`src/rtl/tt_vec_counter.sv`:
```
// Vector register driven onto the DUT inputs; clear has priority over increment,
// and the count saturates at all-ones so a sweep can never wrap back to zero.
module tt_vec_counter #(
  parameter int N_IN = 4
) (
  input  logic            clk,
  input  logic            rst,
  input  logic            clr,
  input  logic            inc,
  output logic [N_IN-1:0] vec,
  output logic            is_last
);

  logic [N_IN-1:0] vec_q;
  logic [N_IN-1:0] vec_d;

  assign is_last = &vec_q;
  assign vec     = vec_q;

  always_comb begin
    vec_d = vec_q;
    if (clr) begin
      vec_d = '0;
    end else if (inc && !is_last) begin
      vec_d = vec_q + 1'b1;
    end
  end

  always_ff @(posedge clk) begin
    if (rst) begin
      vec_q <= '0;
    end else begin
      vec_q <= vec_d;
    end
  end

endmodule

```
`config.mk`:
```
export PLATFORM = sky130hd
export DESIGN_NAME = tt_vec_counter
export DESIGN_NICKNAME = d
export VERILOG_FILES = /design/src/rtl/tt_vec_counter.sv
export SDC_FILE = /design/constraint.sdc
export NUM_CORES = 1
export LEC_CHECK = 0
export BUFFER_PORTS_ARGS = -buffer_cell sky130_fd_sc_hd__buf_2
export CORE_AREA = 2 2 39 41
export CTS_CLUSTER_SIZE = 30
export DETAILED_ROUTE_END_ITERATION = 16
export DIE_AREA = 0 0 41 43
export PLACE_DENSITY = 0.44
export SLEW_MARGIN = 20
export SYNTH_ARGS = -nofsm -noshare
export SYNTH_HDL_FRONTEND = slang
export SYNTH_SLANG_ARGS = --single-unit
```
`constraint.sdc`:
```
create_clock -name clk -period 1.45 [get_ports clk]
set_clock_uncertainty 0.2 [all_clocks]
set_input_delay 0.29 -clock clk [delete_from_list [all_inputs] [get_ports clk]]
set_output_delay 0.29 -clock clk [all_outputs]
set_load 0.01 [all_outputs]
```
# After elaboration in Yosys (flattened, before gate mapping)
# Cells that the tools add are included.
[word_totals]
out_inout_bits = 5
elab_cells = 6
regBits = 4
[op_classes]
n_reduce_logical = 4
addsub = 1
[op_table]
columns = ["op", "count"]
rows = [
  ["4-bit by 1-bit adder with 4-bit output, second input constant", 1],
  ["4-bit AND reduction", 1],
  ["2-bit OR reduction", 1],
  ["1-bit logical AND", 1],
  ["1-bit zero test", 1],
]

# Depth between registers and ports, before layout
[depth]
ltp_word = 3
ltp_mapped = 5
depth_no_buf = 5

# Least setup slack after synthesis
# No wires, ideal clock.
[synth_path]
path_kind = "reg-to-output"
start = "register vec_q[1], in the netlist vec[1]"
end = "output is_last"
arrival_ns = 0.848
path_stages_with_launch = 4
slack_ns = 0.112
cell_sequence = "dfxtp_1 -> ha_1 -> nand3_2 -> inv_2"
[synth_via]
elab_chain_len = 1
[synth_lines]
columns = ["element", "line", "source"]
rows = [
  ["start: declaration", "14", "logic [N_IN-1:0] vec_q;"],
  ["start signal: assignment", "33", "vec_q <= vec_d;"],
  ["4-bit AND reduction", "17", "assign is_last = &vec_q;"],
  ["end: declaration", "11", "output logic is_last"],
]
# No other way between the ends.

# Worst setup path in the final report
[layout_path]
start = "register vec_q[0], in the netlist vec[0]"
end = "output is_last"
# Same word-level chain as after synthesis.

==> summary.txt <==
Outcome
  • Status: complete, but fails checks
  • Failing checks: setup timing

Min path
  • Worst Hold Launch: rst
  • Hold path cells: 2
  • HP Class: input port to register
  • Worst Hold End: vec[3]

Pwr
  • Tot Pwr: 0.000278 W
  • Cell Pwr Density: 740 nW/um^2
  • Peak VDD IR: 0.214 mV
  • P_leak: 0.173 nW

STA
  • Fin crit period: 1.46 ns
  • Final WS setup: -0.00851 ns
  • Max Slew Vio Count: 0
  • Tcrit/Tclk final: 101%
  • Worst slew pin tran: 0.360 ns
  • Fmax: 686 MHz
  • RSZ-0062 raised after global routing: yes
  • Final setup viols: 1
  • Rel. slew slack: 75.9%
  • Setup_tns: -0.00851 ns
  • Final hold violations: 0

Detailed routing
  • DRC errors left: 0
  • Wire length per cell: 10.4 um
  • Initial DRC count: 9
  • Final ANT Viol Nets: 0
  • Drt total wl: 585 um
  • First-pass DRT Iterations: 4
  • DR vias/cell: 4.25
  • Via count: 238

Critical path
  • Max stage delay on crit path: 0.35 ns
  • Critical path arrival: 0.97 ns
  • Worst Setup SP: vec[0]
  • Reg-to-Reg Start: vec[1]
  • R2R Path End: vec[3]
  • Critical path, cell by cell: ha_4 > nand3_4 > inv_2 > buf_6
  • Slowest-stage cell, CP: dfxtp_2
  • Worst-case reg-to-reg path depth: 6
  • Worst-path maximum fanout: 2
  • Reg-to-reg slack, setup: 0.15 ns
  • Critical path required time: 0.96 ns
  • Setup Crit Path Kind: register to primary output
  • CP Capture Type: primary output
  • Critical path startpoint category: register

Layout
  • Most frequent cells in the layout: 7 x buf_2, 7 x buf_4, 3 x clkbuf_4
  • Synth-to-Final Area Change: 77.5%
  • N_diodes: 0
  • Post-route cell area: 375 sq um
  • Sequential cell area: 82.6 sq um
  • Multi-input logic area: 144 sq um
  • Layout Utilization: 27.1%
  • Largest register FFs: 4
  • Fraction of layout cells with a size suffix above 1: 65.0%
  • # fillers: 155
  • Nets: 47
  • Non-Filler Instances: 56

Placement
  • Placed Cells: 49
  • I/O Buffers: 8
  • Routability Congestion: 0.738
  • Dpl cell area: 294 sq um

Synth
  • Post-Synth Adder-Cell Area: 5.92%
  • Multiplexer share of the synthesized area: 0%
  • Top cell type's share of synthesized area: 37.9%
  • Synth Area per Inst: 9.61 sq um
  • Yosys warns: 0
  • Main combinational cell family by area after synthesis: compound AO/OA/AOI/OAI gates
  • Post-Synth XOR/XNOR Area: 0%
  • Synth area leaders: dfxtp_1 38%, nand4b_1 8.3%, o41ai_2 7.7%, ha_1 5.9%, o211ai_2 5.9%
  • Largest area contributor in the netlist: dfxtp_1
  • Synth Area in Compound Gates: 27.2%
  • Synth unique cells: 16
  • Net Count, Synth: 27
  • Synth Area in Simple Gates: 25.4%
  • Mapped Cells: 22
  • Register bit total from synthesis: 4
  • Synthesized cell area: 211 sq um
  • Sequential element share of the synthesized area: 37.9%

Die
  • Number of core rows: 14
  • Die footprint: 1760 sq um
  • Ports: 9
  • DIE WIDTH: 41 um
  • Core ar.: 1380 sq um
  • Die H: 43 um
  • Initial Util: 15.3%

Clock network
  • Longest Clk Path Bufs: 2
  • CTS H-Tree Depth: 1
  • Root Buffer: clkbuf_4
  • Clock latency on the worst-skew pair: 0.23 ns
  • Num CTS Buffers: 3
  • Clk sinks: 4
  • Reg clk slew, reported paths: 0.04 ns
  • CTS tree: done

Global routing
  • Largest net degree at the start of global routing: 7
  • Total gr overflow: 0
  • Global-route wire length before repair: 883 um
  • Vias in the first global route: 213
  • Antenna violations before repair: 0
  • All-layer global routing usage: 8.03%

Flow run
  • # Max-Cap Violations: 0
## logic make-up after synthesis
family	Yosys count
and+or+nand+nor	9
AOI/OAI and AO/OA	6
DFF	4
buffers and inverters	2
adders and majority gates	1
## report_power, final
group	switching, W	internal (W)
registers	0.00000206	0.000113
logic	0.0000127	0.0000107
clock network	0.0000467	0.0000927
## through the flow
stage                     worst slack [ns]  hold WS, ns
after global routing               -0.0416       0.0610
final                             -0.00851       0.0611
after global placement              0.0589        0.307
after floorplan                      0.112        0.188
after CTS                          -0.0110       0.0588
after detailed placement            0.0715        0.306
## critical path: cells and delay by family, from the launching register on
kind | cells | cell delay, ns
buf+inv | 2 | 0.18
fa+ha+maj | 1 | 0.15
simple gates | 1 | 0.06
flops | 1 | 0.35
## routing by layer
metal | routed length [um] | vias to the layer above | track usage, %
li1 | - | 119 | -
met1 | 250 | 108 | 10.9
met2 | 267 | 11 | 8.75
met3 | 67 | 0 | 4.71
met4 | 0 | 0 | 6.00
met5 | 0 | - | 0
## worst max path at each step
stage	to	slack (ns)	cells past startpoint
finish	is_last	-0.009	4
global route	is_last	-0.04	4
CTS	is_last	-0.01	4
detailed placement	is_last	0.07	4
global placement	is_last	0.06	4
floorplan	is_last	0.11	3
## area by class of cell
cell class                 instances  area share, %
timing repair buffer              15           26.3
tap                               16           5.33
inverter                           2           2.00
sequential                         4           22.0
clock buffer                       3           6.00
multi-input combinational         16           38.3
## synth_stat cells (all sizes together)
library cell / n
nand4: 1
inv: 2
a21oi: 1
o211ai: 2
o41ai: 1
ha: 1
a21boi: 1
o21ai: 1
dfxtp: 4
nand3: 2
nand2: 2
nand4b: 2
nor2: 2
## repair_timing
action                     4_1_cts  5_1_grt
hold buffers                     0        0
pin swaps                        2        1
resized for setup                5        1
setup endpoints to repair        1        1
buffers inserted                 3        1
Note: power is estimated with default switching activity, not from simulation.
